## src/rtl/dram_word_bridge.sv

```systemverilog
// dram_word_bridge
// Turns single 32-bit core memory requests into 128-bit DRAM line commands.
// A one-line read buffer serves repeated word reads within a 16-byte line
// without touching DRAM. Writes always go through to DRAM as masked line
// writes. If a write lands in the buffered line, the buffer is updated too.
// Only one request is in flight at a time, and every output is a flop.
module dram_word_bridge #(
  parameter int APP_ADDR_WIDTH = 28,
  parameter int APP_DATA_WIDTH = 128,
  parameter int APP_MASK_WIDTH = 16
) (
  input  logic                      clock,
  input  logic                      reset,

  input  logic                      req_valid,
  output logic                      req_ready,
  input  logic                      req_wen,
  input  logic [31:0]               req_addr,
  input  logic [31:0]               req_wdata,
  input  logic [3:0]                req_wstrb,
  output logic                      resp_valid,
  output logic [31:0]               resp_rdata,

  output logic                      dram_ren,
  output logic                      dram_wen,
  output logic [APP_ADDR_WIDTH-2:0] dram_addr,
  output logic [APP_DATA_WIDTH-1:0] dram_wdata,
  output logic [APP_MASK_WIDTH-1:0] dram_wmask,
  input  logic                      dram_init_calib_complete,
  input  logic                      dram_busy,
  input  logic [APP_DATA_WIDTH-1:0] dram_rdata,
  input  logic                      dram_rdata_valid
);

  localparam int DRAM_AW = APP_ADDR_WIDTH - 1;

  typedef enum logic [2:0] {
    IDLE,
    RD_CMD,
    RD_WAIT,
    WR_CMD,
    RESP
  } state_t;

  state_t state_q;
  state_t state_n;

  // The address is split into a line tag and a word lane. The top nibble and
  // the byte offset carry no information, so the space aliases every 256 MiB.
  logic [23:0]        req_tag;
  logic [1:0]         req_lane;
  logic [DRAM_AW-1:0] req_line_addr;
  logic               unused_addr_bits;

  assign req_tag          = req_addr[27:4];
  assign req_lane         = req_addr[3:2];
  assign req_line_addr    = DRAM_AW'({req_tag, 3'b000});
  assign unused_addr_bits = ^{req_addr[31:28], req_addr[1:0]};

  // The line buffer holds the most recently fetched line.
  logic                      buf_valid;
  logic [23:0]               buf_tag;
  logic [APP_DATA_WIDTH-1:0] buf_data;
  logic [APP_DATA_WIDTH-1:0] buf_merged;

  // These registers remember the outstanding miss, so the returned line can
  // be tagged and the requested word picked out of it.
  logic [23:0] lat_tag;
  logic [1:0]  lat_lane;

  logic req_fire;
  logic buf_hit;

  assign req_fire = req_valid && req_ready;
  assign buf_hit  = buf_valid && (buf_tag == req_tag);

  // Next values for the registered outputs.
  logic                      req_ready_n;
  logic                      resp_valid_n;
  logic [31:0]               resp_rdata_n;
  logic                      dram_ren_n;
  logic                      dram_wen_n;
  logic [DRAM_AW-1:0]        dram_addr_n;
  logic [APP_DATA_WIDTH-1:0] dram_wdata_n;
  logic [APP_MASK_WIDTH-1:0] dram_wmask_n;

  // Build a copy of the buffered line with the write's strobed bytes merged into the addressed lane.
  always_comb begin
    buf_merged = buf_data;
    for (int b = 0; b < 4; b++) begin
      if (req_wstrb[b]) begin
        buf_merged[{req_lane, 5'b00000} + 7'(8 * b) +: 8] = req_wdata[8 * b +: 8];
      end
    end
  end

  // Compute the next state and the next value of every registered output.
  // A command strobe is held once raised, so the command stays stable until the controller takes it.
  always_comb begin
    state_n      = state_q;
    resp_valid_n = 1'b0;
    resp_rdata_n = resp_rdata;
    dram_ren_n   = dram_ren;
    dram_wen_n   = dram_wen;
    dram_addr_n  = dram_addr;
    dram_wdata_n = dram_wdata;
    dram_wmask_n = dram_wmask;

    unique case (state_q)
      IDLE: begin
        if (req_fire) begin
          if (req_wen) begin
            state_n      = WR_CMD;
            dram_wen_n   = dram_init_calib_complete;
            dram_addr_n  = req_line_addr;
            dram_wdata_n = {4{req_wdata}};
            dram_wmask_n = ~(APP_MASK_WIDTH'(req_wstrb) << {req_lane, 2'b00});
          end else if (buf_hit) begin
            state_n      = RESP;
            resp_valid_n = 1'b1;
            resp_rdata_n = buf_data[{req_lane, 5'b00000} +: 32];
          end else begin
            state_n     = RD_CMD;
            dram_ren_n  = dram_init_calib_complete;
            dram_addr_n = req_line_addr;
          end
        end
      end

      RD_CMD: begin
        if (dram_ren && !dram_busy) begin
          state_n    = RD_WAIT;
          dram_ren_n = 1'b0;
        end else begin
          dram_ren_n = dram_ren || dram_init_calib_complete;
        end
      end

      RD_WAIT: begin
        if (dram_rdata_valid) begin
          state_n      = RESP;
          resp_valid_n = 1'b1;
          resp_rdata_n = dram_rdata[{lat_lane, 5'b00000} +: 32];
        end
      end

      WR_CMD: begin
        if (dram_wen && !dram_busy) begin
          state_n      = RESP;
          dram_wen_n   = 1'b0;
          resp_valid_n = 1'b1;
          resp_rdata_n = 32'h0000_0000;
        end else begin
          dram_wen_n = dram_wen || dram_init_calib_complete;
        end
      end

      RESP: begin
        state_n = IDLE;
      end

      default: begin
        state_n = IDLE;
      end
    endcase

    req_ready_n = (state_n == IDLE);
  end

  // Register the state and all outputs. Reset abandons any transaction without a response.
  always_ff @(posedge clock) begin
    if (reset) begin
      state_q    <= IDLE;
      req_ready  <= 1'b1;
      resp_valid <= 1'b0;
      resp_rdata <= '0;
      dram_ren   <= 1'b0;
      dram_wen   <= 1'b0;
      dram_addr  <= '0;
      dram_wdata <= '0;
      dram_wmask <= '1;
    end else begin
      state_q    <= state_n;
      req_ready  <= req_ready_n;
      resp_valid <= resp_valid_n;
      resp_rdata <= resp_rdata_n;
      dram_ren   <= dram_ren_n;
      dram_wen   <= dram_wen_n;
      dram_addr  <= dram_addr_n;
      dram_wdata <= dram_wdata_n;
      dram_wmask <= dram_wmask_n;
    end
  end

  // Track the outstanding miss, fill the buffer on a line return, and keep the buffer coherent with writes.
  always_ff @(posedge clock) begin
    if (reset) begin
      buf_valid <= 1'b0;
      buf_tag   <= '0;
      buf_data  <= '0;
      lat_tag   <= '0;
      lat_lane  <= '0;
    end else begin
      if (req_fire && (req_wen || !buf_hit)) begin
        lat_tag  <= req_tag;
        lat_lane <= req_lane;
      end
      if (req_fire && req_wen && buf_hit) begin
        buf_data <= buf_merged;
      end
      if ((state_q == RD_WAIT) && dram_rdata_valid) begin
        buf_data  <= dram_rdata;
        buf_tag   <= lat_tag;
        buf_valid <= 1'b1;
      end
    end
  end

endmodule

```

## config.mk

```make
export PLATFORM = sky130hd
export DESIGN_NAME = dram_word_bridge
export DESIGN_NICKNAME = d
export VERILOG_FILES = /design/src/rtl/dram_word_bridge.sv
export SDC_FILE = /design/constraint.sdc
export NUM_CORES = 1
export LEC_CHECK = 0
export ABC_AREA = 1
export BUFFER_PORTS_ARGS = -buffer_cell sky130_fd_sc_hd__buf_2
export CORE_UTILIZATION = 42
export DETAILED_ROUTE_END_ITERATION = 6
export PLACE_DENSITY = 0.62
export RECOVER_POWER = 25
export SYNTH_ARGS = -nofsm -noshare
export SYNTH_HDL_FRONTEND = slang
export SYNTH_SLANG_ARGS = --single-unit
```

## constraint.sdc

```tcl
create_clock -name clock -period 3.25 [get_ports clock]
set_clock_uncertainty 0.05 [all_clocks]
set_input_delay 0.4875 -clock clock [delete_from_list [all_inputs] [get_ports clock]]
set_output_delay 0.4875 -clock clock [all_outputs]
set_load 0.01 [all_outputs]
```

== Word level (Yosys, flattened, before mapping) ==
Cells that the tools add are included.
Cells by class
  bitwise gates (word level): 1
  reductions and logical operators: 24
  shifts and indexed selects: 11
  equal/unequal tests: 12
  $add $sub $neg: 7
  multiplexer cells: 40
Operators with widths (count)
  $mux 128: 6
  $bwmux 128: 4
  $shift 8x9->128 const A: 4
  $shiftx 8x9->128: 4
  $shiftx 128x8->32: 2
  $mux 32: 5
  $pmux 32 s3: 1
  $mux 27: 2
  $neg 7->9: 4
  $eq 24x24->1: 1
  $mux 3: 6
  $ne 2x2->1 const B: 8
  $not 16->16: 1
  $shl 4x4->16: 1
  $add 7x5->7 const B: 2
  $mux 1: 12
  $pmux 3 s4: 1
  $reduce_and 3->1: 3
  $logic_and 1x1->1: 8
  $add 7x4->7 const B: 1
  $eq 3x2->1 const B: 2
  $logic_not 3->1: 2
  $reduce_and 6->1: 1
  $reduce_bool 2->1: 3
  7 further kinds: 11
Storage, ports and cells
  output and inout bits: 207
  logic and storage cells: 109
  input port bits: 203
  register bits after elaboration: 389

== Logic depth before layout (Yosys ltp) ==
Gate-level depths: netlist (run 1).
  word-level depth: 12
  mapped depth: 13
  mapped depth without buffers: 13

== Worst setup path after synthesis (run 1) ==
No wires, ideal clock.
  path type: input to register
  start point: in req_addr[3]
  end point: reg buf_data[71]
  arrival: 2.449 ns
  required time: 3.129 ns
  stages: 11
  setup time: 0.071 ns
  setup slack: 0.681 ns
  cells stage by stage: buf_2 > clkinv_1 > clkbuf_1 > ha_1 > buf_2 > nand2_1 > nor3_1 > nand2_1 > a21oi_1 > nand3_1 > a21oi_1
On the way
  longest elaborated chain between the ends: 12
  elaborated cells on any way between the ends: 25
RTL lines
  start: declaration: line 18  | input logic [31:0] req_addr,
  branches (longest 9 deep; another with $neg 7->9)
  $mux 128 *: line 91  | if (req_wstrb[b]) begin
  $mux 128 *: line 208  | if (req_fire && req_wen && buf_hit) begin
  $mux 128 *: line 211  | if ((state_q == RD_WAIT) && dram_rdata_valid) begin
  end signal: assignment: line 209  | buf_data <= buf_merged;
  end signal: assignment: line 212  | buf_data <= dram_rdata;
  end: declaration: line 63  | logic [APP_DATA_WIDTH-1:0] buf_data;
Every way passes the cells marked *. The select of a mux whose other input is x is not followed.
A chain may end at the register's enable or synchronous reset.

== Final worst setup path (run 1) ==
  start point: reg state_q[1]
  end point: reg resp_rdata[3]
On the way
  longest elaborated chain between the ends: 3
  elaborated cells on any way between the ends: 11
RTL lines
  start: declaration: line 45  | state_t state_q;
  start signal: assignment: line 183  | state_q <= state_n;
  $eq 3x2->1 / $logic_not 3->1 (equally long branches): line 109  | unique case (state_q)
  $ne 2x2->1 (no line) / $reduce_bool 3->1 (equally long branches)
  $reduce_and 6->1 (no line)
  end signal: assignment: line 186  | resp_rdata <= resp_rdata_n;
  end: declaration: line 22  | output logic [31:0] resp_rdata,
Several ways; a longest one is shown, not always the timed one.

==> results of run 1 <==
layout make-up:
| cell class | count | area, um^2 | share of cell area (%) |
|---|---|---|---|
| Timing Repair Buffer | 457 | 2340 | 12.4 |
| Clock inverter | 14 | 181 | 0.962 |
| Inverter | 98 | 375 | 1.99 |
| Tap cell | 511 | 639 | 3.39 |
| Sequential cell | 290 | 5810 | 30.8 |
| Clock buffer | 47 | 982 | 5.21 |
| Multi-Input combinational cell | 1871 | 8530 | 45.2 |
power by group through the flow:
| stage | logic, mW | registers, mW | clock network [mW] |
|---|---|---|---|
| 6_report | 3.67 | 4.37 | 3.99 |
| 5_1_grt | 4.08 | 4.43 | 4.22 |
| 4_1_cts | 3.77 | 4.36 | 4.06 |
| 3_5_place_dp | 3.76 | 4.43 | 0 |
| 3_3_place_gp | 3.73 | 4.41 | 0 |
| 2_1_floorplan | 2.47 | 4.56 | 0 |
cells in the final DEF, fill, tap and decap left out, types with 3 or more instances in the layout:
| master | n |
|---|---|
| nor2_1 | 483 |
| o21ai_0 | 424 |
| nand2_1 | 398 |
| dfxtp_1 | 288 |
| buf_2 | 276 |
| a21oi_1 | 212 |
| nand3_1 | 153 |
| clkbuf_1 | 130 |
| inv_1 | 89 |
| o21ai_1 | 86 |
| buf_4 | 53 |
| clkbuf_16 | 36 |
| o31ai_1 | 32 |
| o22ai_1 | 32 |
| o32ai_1 | 13 |
| nor3_1 | 11 |
| inv_2 | 6 |
| clkinv_2 | 6 |
| o21a_1 | 5 |
| buf_12 | 5 |
| ha_1 | 4 |
| clkbuf_8 | 4 |
| nand2_2 | 3 |
| conb_1 | 3 |
| bufinv_16 | 3 |
path summary, 6_finish.rpt:
check,cells past startpoint,endpoint,start
hold / removal,3,lat_tag[23],req_addr[27]
hold reg to reg,2,buf_data[70],buf_data[70]
setup / recovery,10,resp_rdata[3],state_q[1]
setup reg to reg,10,resp_rdata[3],state_q[1]
registers in the layout (all words and copies together) (netlist names):
signal / cells
resp_valid: 1
dram_wdata: 32
state_q: 3
lat_tag: 24
dram_wmask: 16
dram_ren: 1
buf_valid: 1
dram_wen: 1
req_ready: 1
buf_data: 128
resp_rdata: 32
dram_addr: 24
lat_lane: 2
buf_tag: 24
routing by layer:
| layer | vias to the layer above | part of all wire [%] | global-route usage [%] |
|---|---|---|---|
| li1 | 8810 | - | - |
| met4 | 6 | 3.6 | 12.5 |
| met1 | 8301 | 42 | 37.7 |
| met2 | 837 | 46 | 48.9 |
| met5 | - | 0.068 | 0 |
| met3 | 120 | 8.9 | 5.37 |
logic make-up after synthesis:
group,count (synthesis),share of synthesized area [%]
AND/OR/NAND/NOR,1056,25.7
buffers and inverters,394,12.7
flip-flops,290,35.4
adder cells (fa/ha/maj),4,0.305
XOR/XNOR,2,0.107
other,1,0.0229
AO/OA/AOI/OAI,806,25.8
worst register-to-register path: stages (launching register included):
cell and delay (ns):
dfxtp_1 0.36, inv_2 0.33, nor2_2 0.26, nand2_1 0.09, nor3_1 0.23, o21ai_1 0.09, nor2_1 0.12, nand2_2 0.09
inv_2 0.55, nor2_1 0.15, nor2_1 0.12
==> impl_metrics.json, run 1 <==
{
  "fin_cells": 3288,
  "yosysUniqueCellTypes": 33,
  "ctsHoldBuffers": 0,
  "yosysTopAreaCell": "dfxtp_1",
  "fin_ws_ns": 0.748,
  "cts_setup_buffers": 0,
  "crit_top_cell": "nor2_1",
  "synth_top_area_share_pct": 35.4,
  "die_x_um": 200,
  "initialDrtViolationCount": 1548,
  "fin_crit_sh_pct": 77.0,
  "vias_per_cell": 5.50,
  "clk_pin_slew_ns": 0.06,
  "die-area_um2": 39800,
  "n_fill_cell": 4098,
  "critical-path-top-delay-family": "simple AND/OR/NAND/NOR gates",
  "crit_buf_inv": 2,
  "ys_warn_count": 0,
  "die_y_um": 200,
  "fin_tns_setup_ns": 0,
  "grt_pass1_wl_mm": 91.0,
  "syn_inst": 2553,
  "fmax_ghz": 0.400,
  "core_um2": 38000,
  "initial_core_util_pct": 43.1,
  "synthArstFlopShare_pct": 0,
  "fin_area_um2": 18900,
  "worstMarginPinSlew_ns": 0.857,
  "crit_path_max_fanout": 35,
  "dp.final_hpwl_mm": 41.3,
  "area_delta_synth_final_pct": 15.1,
  "p_sw_mw": 4.44,
  "io_pins": 410,
  "syn_area_um2": 16400,
  "gp_congestion": 0.911,
  "cts_sinks": 290,
  "grt_remaining_overflow": 0,
  "max_cap_viol_count": 0,
  "drt_wl_total_mm": 60.4,
  "power_density_nw_per_um2": 638,
  "cts_resized": 0,
  "power_mw": 12.0,
  "wl_per_cell_um": 18.4,
  "grt_pass1_vias": 16300,
  "htree_levels": 2,
  "grt_max_degree": 85,
  "p_leak_nw": 7.84,
  "dr_total_vias": 18100,
  "worstSetupPathType": "flop to flop",
  "arrival_ns": 2.92,
  "first_pass_iters": 5,
  "grt_antenna_before_repair": 4,
  "maxSlewViolCount": 0,
  "swShare_pct": 36.9,
  "timing.critical_path.to_type": "flop",
  "synth-seq-area-share_pct": 35.4,
  "pwr-share-seq_pct": 36.4,
  "relSlewSlack_pct": 42.8,
  "drcViolationCount": 0,
  "grt_use_total_pct": 29.6,
  "startpoint_type": "flop",
  "internal_power_mw": 7.59,
  "setup_violations": 0,
  "antenna_cells": 0,
  "synth_most_common_cell": "nor2_1",
  "r2r_slack_ns": 0.75,
  "synth-seq-cells": 290,
  "clk-insertion-delay-late_ns": 0.55,
  "crit_slowest_cell": "inv_2",
  "irDropWorstVdd_v": 0.000394,
  "place_area_um2": 17800,
  "ys.flop_type": "dfxtp_1",
  "p_comb_share_pct": 30.5,
  "finalHoldViolCount": 0,
  "hp-class": "primary input to flop",
  "status": "completed",
  "place_inst": 3227,
  "synth.avg_cell_area_um2": 6.42,
  "crit_chain": "inv_2 -> nor2_2 -> nand2_1 -> nor3_1 -> o21ai_1 -> nor2_1 -> nand2_2 -> inv_2 -> nor2_1 -> nor2_1",
  "cts_root_buf": "clkbuf_16",
  "nNetsFinal": 2961,
  "ant_nets": 0,
  "critPathMaxStageDelay_ns": 0.54,
  "cts_made_buffers": 36,
  "clockPowerShare_pct": 33.1,
  "utilization_pct": 49.6,
  "cts_tree": "yes",
  "layout-drive-gt1-share_pct": 14.7,
  "clk_path_buf_depth": 3,
  "period_minus_slack_ns": 2.50,
  "port_buffers": 400,
  "rsz0062_at_grt": "false",
  "dp_slack_ns": 0.559,
  "ys_top_cells_by_count": "nor2_1, o21ai_0, nand2_1, dfxtp_1, a21oi_1",
  "critPathRequiredTime_ns": 3.67,
  "fin_hold_ws_ns": 0.192,
  "rows": 71,
  "yosys-top-cells-area": "dfxtp_1, o21ai_0, nor2_1, nand2_1, a21oi_1",
  "synth_edf_count": 0
}
No activity file was read; power rests on OpenSTA's default activity.
==> inputs of run 2 (changes only) <==
PLACE_DENSITY = 0.65   (was 0.62)
clock period = 2.3 ns   (was 3.25 ns; I/O delays follow)
==> run 2 against run 1 <==
Against the previous run: design area grew 2.9%; hold slack lost 0.16 ns; global-route usage grew 0.92 points; critical path depth grew 3.
==> impl_metrics.json, run 2 (same netlist as run 1, synthesis figures left out) <==
{
  "status": "completed",
  "gp_congestion": 0.930,
  "clk_pin_slew_ns": 0.06,
  "fin_crit_sh_pct": 93.9,
  "rows": 71,
  "min_from": "req_addr[27]",
  "top_layer_used": "met5",
  "cts_made_buffers": 36,
  "wl_met2_mm": 28.7,
  "period_minus_slack_ns": 2.16,
  "port_buffers": 400,
  "timing.critical_path.to_type": "flop",
  "grt_pass1_wl_mm": 93.5,
  "io_pins": 410,
  "startpoint_type": "flop",
  "crit_start": "buf_tag[6]",
  "layout-drive-gt1-share_pct": 16.0,
  "grt_remaining_overflow": 0,
  "fmax_ghz": 0.463,
  "layout_common_cells": "nor2_1, o21ai_0, nand2_1, dfxtp_1, buf_2",
  "worstMarginPinSlew_ns": 0.743,
  "cts_tree": "yes",
  "nNetsFinal": 2997,
  "grt_max_degree": 68,
  "grt_antenna_before_repair": 10,
  "p_leak_nw": 8.09,
  "initialDrtViolationCount": 1534,
  "core_um2": 38000,
  "area_delta_synth_final_pct": 18.4,
  "initial_core_util_pct": 43.1,
  "place_area_um2": 18300,
  "r2r_cells": 13,
  "fin_area_um2": 19400,
  "dr_total_vias": 18300,
  "power_density_nw_per_um2": 906,
  "r2r_slack_ns": 0.14,
  "final_common_cell": "nor2_1",
  "largest_register_ff_count": 128,
  "cts_sinks": 290,
  "relSlewSlack_pct": 50.5,
  "grt_pass1_vias": 16800,
  "maxSlewViolCount": 0,
  "die-area_um2": 39800,
  "rr_endpoint": "buf_data[55]",
  "power_mw": 17.6,
  "min_to": "dram_addr[26]",
  "finalHoldViolCount": 0,
  "arrival_ns": 2.50,
  "ant_nets": 0,
  "cts_root_buf": "clkbuf_16",
  "worstSetupPathType": "flop to flop",
  "drcViolationCount": 0,
  "whs_path_depth": 3,
  "clk-insertion-delay-late_ns": 0.56,
  "top_register": "buf_data",
  "setup_violations": 0,
  "reg_top3": "buf_data (128), dram_wdata (32), resp_rdata (32)",
  "max_cap_viol_count": 0,
  "wl_per_cell_um": 18.8,
  "first_pass_iters": 6,
  "crit_path_max_fanout": 11,
  "vias_per_cell": 5.50,
  "dp.final_hpwl_mm": 43.1,
  "drt_wl_total_mm": 62.5,
  "hp-class": "primary input to flop",
  "critPathRequiredTime_ns": 2.64,
  "drt-met1-wl_mm": 25.6,
  "clk_path_buf_depth": 3,
  "reg2reg_from": "buf_tag[6]",
  "htree_levels": 2,
  "die_y_um": 200,
  "grt_use_total_pct": 30.5,
  "irDropWorstVdd_v": 0.000475,
  "die_x_um": 200,
  "met3_wirelength_mm": 5.67
}
==> run 2: changes by cell type in the layout (fill, tap and decap cells not counted), sizes merged, moves of 2 or more <==
cell,change
inv,-2
diode,+5
clkinv,-3
clkinvlp,+2
buf,+36
clkbuf,-3
bufinv,+2
==> run 2: worst max-delay path: stages, from the launching register on <==
cell and delay (ns):
dfxtp_1 0.34, inv_1 0.06, nand2_1 0.05, nand2_1 0.05, nor2_1 0.14, nand2_1 0.08
nor2_1 0.28, nand4_1 0.15, buf_4 0.20, nand2_8 0.14, buf_12 0.14, nand2_1 0.14
nand2_1 0.11, a21oi_1 0.07
==> run 2: layout make-up <==
class,count,area (um^2)
fill,4015,18600
multi-input combinational,1872,8550
sequential,290,5810
timing repair buffer,491,2810
clock buffer,46,988
tap,511,639
inverter,98,379
clock inverter,12,203
antenna,5,12.5
timing repair inverter,1,7.51
==> run 2: through the flow <==
step           hold slack [ns]  setup slack (ns)  util [%]  setup TNS [ns]  instances
3_3_place_gp             0.389           0.00201      48.0               0       3257
4_1_cts                 0.0158            0.0901      51.2               0       3315
5_1_grt                 0.0260           -0.0364      51.0          -0.261       3322
6_report                0.0336             0.139      51.0               0       3326
2_1_floorplan            0.386            0.0459         -               0       2555
3_5_place_dp             0.394          -0.00607      48.0         -0.0229       3257
==> run 2: per-layer routing <==
metal  global-route usage [%]  vias to the layer above
met5                        0                        -
met4                     13.1                       14
met3                     6.08                      134
met2                     51.0                      860
met1                     37.9                     8383
li1                         -                     8899
==> run 2: power breakdown <==
| group | total [mW] | internal (mW) | switching (mW) |
|---|---|---|---|
| clock network | 5.88 | 3.58 | 2.29 |
| logic | 5.53 | 1.85 | 3.69 |
| registers | 6.16 | 5.72 | 0.440 |
==> run 2: how the worst max path moves through the flow <==
| stage | end | cells past startpoint |
|---|---|---|
| 2_1_floorplan | buf_data[71] | 11 |
| 6_report | buf_data[55] | 13 |
| 3_3_place_gp | buf_data[28] | 13 |
| 5_1_grt | buf_data[55] | 13 |
| 4_1_cts | buf_data[84] | 12 |
| 3_5_place_dp | buf_data[92] | 13 |
==> run 2: timing repair <==
action	in CTS	in global routing
resized for setup	0	7
hold buffers	0	0
setup endpoints to repair	0	138
buffers inserted	0	4
hold endpoints to repair	0	0
